===== src/rtl/auth_lockout_ctrl.sv =====
// auth_lockout_ctrl: attempt-counting access controller with an unlocked window
// and a timed lockout after MAX_FAILS consecutive bad attempts.
// Optional feature macro: CITADEL_LOCKOUT_ESCALATE_EN. When it is defined, each
// lockout doubles the next lockout duration, up to three doublings. A successful
// unlock or a reset clears the doubling level.
module auth_lockout_ctrl #(
  parameter int unsigned MAX_FAILS      = 3,
  parameter int unsigned LOCKOUT_CYCLES = 1024,
  parameter int unsigned UNLOCK_CYCLES  = 256
) (
  input  logic       clk,
  input  logic       rst_n,
  input  logic       attempt_valid,
  input  logic       is_authorized,
  input  logic       relock,
  output logic       attempt_ready,
  output logic       unlocked,
  output logic       locked_out,
  output logic       alarm,
  output logic [3:0] fail_count
);

  localparam int unsigned TIMER_W = 20;
  localparam int unsigned FC_W    = 4;

  typedef enum logic [1:0] {
    ST_ARMED    = 2'd0,
    ST_UNLOCKED = 2'd1,
    ST_LOCKOUT  = 2'd2
  } state_t;

  state_t              r_state;
  logic [TIMER_W-1:0]  r_timer;
  logic [FC_W-1:0]     r_fail_count;
  logic                r_ready;
  logic                r_unlocked;
  logic                r_locked_out;
  logic                r_alarm;

  logic [FC_W:0]       w_fail_next;
  logic                w_accept;
  logic                w_trip;
  logic                w_expire;
  logic [TIMER_W-1:0]  w_timer_dec;
  logic [TIMER_W-1:0]  w_lock_dur;

  // Attempt acceptance, failure threshold and timer helpers.
  assign w_accept    = attempt_valid && (r_state == ST_ARMED);
  assign w_fail_next = {1'b0, r_fail_count} + (FC_W+1)'(1);
  assign w_trip      = (w_fail_next >= (FC_W+1)'(MAX_FAILS));
  assign w_expire    = (r_timer <= TIMER_W'(1));
  assign w_timer_dec = (r_timer != '0) ? (r_timer - TIMER_W'(1)) : '0;

`ifdef CITADEL_LOCKOUT_ESCALATE_EN
  logic [1:0] r_level;

  // Lockout duration grows with the escalation level.
  assign w_lock_dur = TIMER_W'(LOCKOUT_CYCLES) << r_level;

  // Escalation level: saturating bump on each lockout entry, cleared by a good unlock.
  always_ff @(posedge clk) begin
    if (!rst_n) begin
      r_level <= 2'd0;
    end else if (w_accept && is_authorized) begin
      r_level <= 2'd0;
    end else if (w_accept && w_trip && (r_level != 2'd3)) begin
      r_level <= r_level + 2'd1;
    end
  end
`else
  // Fixed lockout duration.
  assign w_lock_dur = TIMER_W'(LOCKOUT_CYCLES);
`endif

  // Main FSM with registered outputs and the shared window/lockout timer.
  always_ff @(posedge clk) begin
    if (!rst_n) begin
      r_state      <= ST_ARMED;
      r_timer      <= '0;
      r_fail_count <= '0;
      r_ready      <= 1'b1;
      r_unlocked   <= 1'b0;
      r_locked_out <= 1'b0;
      r_alarm      <= 1'b0;
    end else begin
      r_alarm <= 1'b0;
      case (r_state)
        ST_ARMED: begin
          if (w_accept) begin
            if (is_authorized) begin
              r_state      <= ST_UNLOCKED;
              r_unlocked   <= 1'b1;
              r_ready      <= 1'b0;
              r_fail_count <= '0;
              r_timer      <= TIMER_W'(UNLOCK_CYCLES);
            end else if (w_trip) begin
              r_state      <= ST_LOCKOUT;
              r_locked_out <= 1'b1;
              r_alarm      <= 1'b1;
              r_ready      <= 1'b0;
              r_fail_count <= FC_W'(MAX_FAILS);
              r_timer      <= w_lock_dur;
            end else begin
              r_fail_count <= w_fail_next[FC_W-1:0];
            end
          end
        end
        ST_UNLOCKED: begin
          // Early relock and natural expiry lead to the same single return.
          if (relock || w_expire) begin
            r_state    <= ST_ARMED;
            r_unlocked <= 1'b0;
            r_ready    <= 1'b1;
            r_timer    <= '0;
          end else begin
            r_timer <= w_timer_dec;
          end
        end
        ST_LOCKOUT: begin
          if (w_expire) begin
            r_state      <= ST_ARMED;
            r_locked_out <= 1'b0;
            r_ready      <= 1'b1;
            r_fail_count <= '0;
            r_timer      <= '0;
          end else begin
            r_timer <= w_timer_dec;
          end
        end
        default: begin
          r_state      <= ST_ARMED;
          r_unlocked   <= 1'b0;
          r_locked_out <= 1'b0;
          r_ready      <= 1'b1;
          r_fail_count <= '0;
          r_timer      <= '0;
        end
      endcase
    end
  end

  assign attempt_ready = r_ready;
  assign unlocked      = r_unlocked;
  assign locked_out    = r_locked_out;
  assign alarm         = r_alarm;
  assign fail_count    = r_fail_count;

endmodule

===== config.mk =====
export PLATFORM = sky130hd
export DESIGN_NAME = auth_lockout_ctrl
export DESIGN_NICKNAME = d
export VERILOG_FILES = /design/src/rtl/auth_lockout_ctrl.sv
export SDC_FILE = /design/constraint.sdc
export NUM_CORES = 1
export LEC_CHECK = 0
export ABC_AREA = 1
export CAP_MARGIN = 5
export CORE_ASPECT_RATIO = 0.7
export CORE_UTILIZATION = 50
export DETAILED_ROUTE_END_ITERATION = 10
export PLACE_DENSITY = 0.69
export SYNTH_ARGS = -nofsm -noshare
export SYNTH_HDL_FRONTEND = slang
export SYNTH_SLANG_ARGS = --single-unit
export TNS_END_PERCENT = 20

===== constraint.sdc =====
create_clock -name clk -period 3 [get_ports clk]
set_clock_uncertainty 0.05 [all_clocks]
set_input_delay 0.6 -clock clk [delete_from_list [all_inputs] [get_ports clk]]
set_output_delay 0.6 -clock clk [all_outputs]
set_load 0.03 [all_outputs]

== Word-level counts from Yosys, hierarchy flattened ==
Index checks and enable logic that the tools add are counted.

* Flip-flop bits (word level): 30
* Latch bits: 0
* RAM bits: 0
* ROM bits: 0
* Input port bits: 5
* Output and inout bits: 8
* Word-level logic and storage cells: 69
* Memories kept: 0

* Add/sub/neg operators: 2
* $mul: 0
* Div/mod/pow operators: 0
* Magnitude comparators: 2
* Equality and inequality tests: 9
* Shifts and indexed selects: 0
* Muxes and demuxes: 34
* Bitwise logic cells: 5
* Reductions and logical operators: 10

{| class="wikitable"
|+ Operators by type and width
! operator !! count
|-
| $mux 20 || 6
|-
| $pmux 20 s3 || 1
|-
| $le 20x1->1 const B || 1
|-
| $reduce_bool 20->1 || 1
|-
| $sub 20x1->20 const B || 1
|-
| $mux 4 || 4
|-
| $mux 1 || 13
|-
| $ne 2x2->1 const B || 6
|-
| $pmux 4 s3 || 1
|-
| $mux 2 || 5
|-
| $pmux 1 s3 || 3
|-
| $reduce_and 4->1 || 2
|-
| $pmux 2 s3 || 1
|-
| $add 4x1->5 const B || 1
|-
| $ge 5x2->1 const B || 1
|-
| $not 1->1 || 5
|-
| $reduce_and 5->1 || 1
|-
| $reduce_or 4->1 || 1
|-
| $ne 3x3->1 const B || 1
|-
| $reduce_and 3->1 || 1
|-
| $eq 2x1->1 const B || 1
|-
| $eq 2x2->1 const B || 1
|-
| $logic_not 2->1 || 1
|-
| $reduce_and 2->1 || 1
|-
| other kinds (2) || 2
|}

== Longest topological paths before layout ==
* Word-level depth: 6
* Gate-level depth with buffers: 14
* Gate-level depth less buffers: 13

== Worst setup path before layout ==
No wires, ideal clock.

* Path type: reg2reg
* Start: reg r_fail_count[0] (netlist: fail_count[0])
* End: reg r_timer[1]
* Library setup time: 0.117 ns
* Data arrival time: 1.886 ns
* Required time: 2.833 ns
* Setup slack: 0.947 ns
* Cell stages (with the launch flop): 14
* Clock period less this slack: 2.053 ns
* Cell sequence: dfxtp_1 -> inv_1 -> ha_1 -> a21o_1 -> nor2_1 -> nand2_1 -> nor2_2 -> nand2_2 -> nand2_4 -> inv_2 -> buf_6 -> buf_6 -> o21ai_1 -> nor2_1

* Longest elaborated chain between the ends: 4

{| class="wikitable"
|+ Ends and longest elaborated chain
! item !! line !! RTL
|-
| start, declared || 34 || <nowiki>logic [FC_W-1:0] r_fail_count;</nowiki>
|-
| start signal, assigned || 101 || <nowiki>r_fail_count <= FC_W'(MAX_FAILS);</nowiki>
|-
| start signal, assigned || 104 || <nowiki>r_fail_count <= w_fail_next[FC_W-1:0];</nowiki>
|-
| $add 4x1->5 || 49 || <nowiki>assign w_fail_next = {1'b0, r_fail_count} + (FC_W+1)'(1);</nowiki>
|-
| $ge 5x2->1 || 50 || <nowiki>assign w_trip = (w_fail_next >= (FC_W+1)'(MAX_FAILS));</nowiki>
|-
| $ne 3x3->1 (no line) || - ||
|-
| $reduce_and 2->1 (no line) || - ||
|-
| end signal, assigned || 95 || <nowiki>r_timer <= TIMER_W'(UNLOCK_CYCLES);</nowiki>
|-
| end signal, assigned || 102 || <nowiki>r_timer <= w_lock_dur;</nowiki>
|-
| end signal, assigned || 116 || <nowiki>r_timer <= w_timer_dec;</nowiki>
|-
| end, declared || 33 || <nowiki>logic [TIMER_W-1:0] r_timer;</nowiki>
|}

Every way passes these cells.
A chain may end at the register's enable or synchronous reset.

== Worst setup path in the final report ==
* Start: reg r_fail_count[0] (netlist: fail_count[0])
* End: reg r_timer[11]

The elaborated chain is that of the path after synthesis.

==> flow_summary.yaml <==
worst_setup_path:
  crit_start: "fail_count[0]"
  required_ns: 3.17
  worstPathArrival_ns: 2.45
  critPathLaunchType: "flop"
  r2r_slack_ns: 0.73
  timing.rr.start: "fail_count[0]"
  crit_type: "reg -> reg"
  cp-end-kind: "flop"
  crit_fanout: 20
finish:
  mostFrequentLayoutCells: "nand2_1, nor2_1, dfxtp_1"
  nNetsFinal: 311
  final_common_cell: "nand2_1"
  drive_above_1_share_pct: 13.6
  area_delta_synth_final_pct: 12.3
  antenna_cells: 0
global_routing:
  grt_pass1_wl_um: 7210
  grt_overflow: 0
  grt.total_usage_pct: 24.6
  antenna_found_initial: 0
  grt_pass1_vias: 1572
  grt_max_degree: 21
clock_tree:
  htree_num_levels: 2
  clockRootBuffer: "clkbuf_8"
  cts_tree: "built"
  cts_setup_buffers: 0
  postCtsHoldBufs: 0
  clockBufferDepth: 2
  clk_latency_ns: 0.29
  clock-sinks: 30
  cts_buffers: 5
  path_clk_slew_ns: 0.06
  ctsResizeCount: 0
run:
  drv_cap: 0
placement:
  dp_hpwl_um: 3320
  io_buffers: 12
  gp_congestion: 0.924
routing:
  drt-initial-drc-count: 127
  wire_per_inst_um: 12.5
  routed_via_density: 5.07
  ant_nets: 0
  wirelength_um: 4380
  vias: 1785
  route.detailed.drc: 0
  dr.pass1.iters: 4
yosys:
  yosys_warnings: 0
  synth_edf_count: 0
  ys_seq_area_share_pct: 31.5
  syn_area_per_cell_um2: 6.65
  synth_seq_cells: 30
  async_flop_share_pct: 0
  synth_largest_area_cell: "dfxtp_1"
  synthFlopType: "dfxtp_1"
  yosysTopAreaCellShare_pct: 31.5
  syn_area_um2: 1910
  synthTopCellsByArea: "dfxtp_1, nand2_1, nor2_1, nand3_1, inv_1"
  syn_nets: 297
  syn_inst: 287
  synthDistinctLibCells: 31
sta:
  tns_ns: 0
  fin_crit_ns: 2.27
  setup_violations: 0
  maxSlewViolCount: 0
  slew_headroom_pct: 64.2
  clock.fmax_ghz: 0.440
  final_hold_viol_count: 0
  rsz0062_at_grt: "false"
  tightest_slew_ns: 0.532
  min_period_over_period_pct: 75.7
die:
  coreArea_um2: 3580
  die-area_um2: 4070
  rows: 18
  dieHeight_um: 53.7
  top_level_ports: 13
  die_x_um: 75.9
  start_util_pct: 53.3
min_path:
  worstHoldStart: "unlocked"
  hold_class: "reg -> reg"
run_status:
  outcome: "complete, no violations"
critical path, cell delays in order, from the launching register on:
cell and delay (ns):
dfxtp_1 0.44, inv_1 0.07, ha_1 0.19, a21o_1 0.15, nor2_1 0.09, nand2_1 0.10, nor2_2 0.19, nand2_2 0.09
nand2_4 0.17, inv_2 0.19, o21ai_2 0.18, nand2_1 0.18, nor2_1 0.12
through the flow:
stage          utilization, %  instance area [um2]  cells  setup WS, ns  hold slack [ns]
6_report                 59.9                 2140    352         0.729            0.404
5_1_grt                  59.9                 2140    352         0.487            0.414
4_1_cts                  59.9                 2140    352         0.709            0.401
3_5_place_dp             57.3                 2050    344         0.607            0.390
3_3_place_gp             57.3                 2050    344         0.687            0.395
2_1_floorplan               -                 1910    287         0.947            0.412
flip-flops by register name (all words and copies together) (netlist names):
name	count
r_timer	20
alarm	1
attempt_ready	1
locked_out	1
fail_count	4
r_state	2
unlocked	1
per-layer routing:
metal / track usage, % / up-vias / part of all wire [%]
met5: 0 / - / 0
met4: 9.26 / 0 / 1.0
met3: 5.62 / 6 / 6.8
met2: 33.9 / 43 / 40
met1: 36.7 / 789 / 52
li1: - / 947 / -
path summary, 6_finish.rpt:
path | endpoint | cells after the start
setup / recovery | r_timer[11] | 12
hold / removal | unlocked | 2
setup reg to reg | r_timer[11] | 12
hold reg to reg | unlocked | 2
synth_stat cells, types with 3 or more instances:
| cell type | n |
|---|---|
| nand2_1 | 75 |
| nand2_2 | 3 |
| nor4_1 | 3 |
| dfxtp_1 | 30 |
| a21oi_1 | 17 |
| nand4_1 | 5 |
| inv_1 | 25 |
| nand3_2 | 9 |
| nor3_1 | 3 |
| nor2_2 | 9 |
| inv_2 | 8 |
| o21ai_1 | 4 |
| nand3_1 | 19 |
| xor2_1 | 8 |
| buf_6 | 3 |
| o21ai_0 | 4 |
| nor2_1 | 40 |
| ha_1 | 5 |
layout make-up:
class                           instances  area [um2]
Timing Repair Buffer                   13         128
Multi-Input combinational cell        218        1140
Fill cell                             361        1440
Tap cell                               50        62.6
Sequential cell                        30         601
Inverter                               33         124
Clock inverter                          1        5.00
Clock buffer                            7        86.3
kinds of logic after synthesis:
kind of cell,synth area share (%)
flops,31.5
buf+inv,8.98
simple gates,43.4
fa+ha+maj,3.28
compound gates,8.26
xor+xnor,4.59
Power is not shown: default switching activity piles up to over one toggle a cycle in this logic, so the estimate is an artifact.
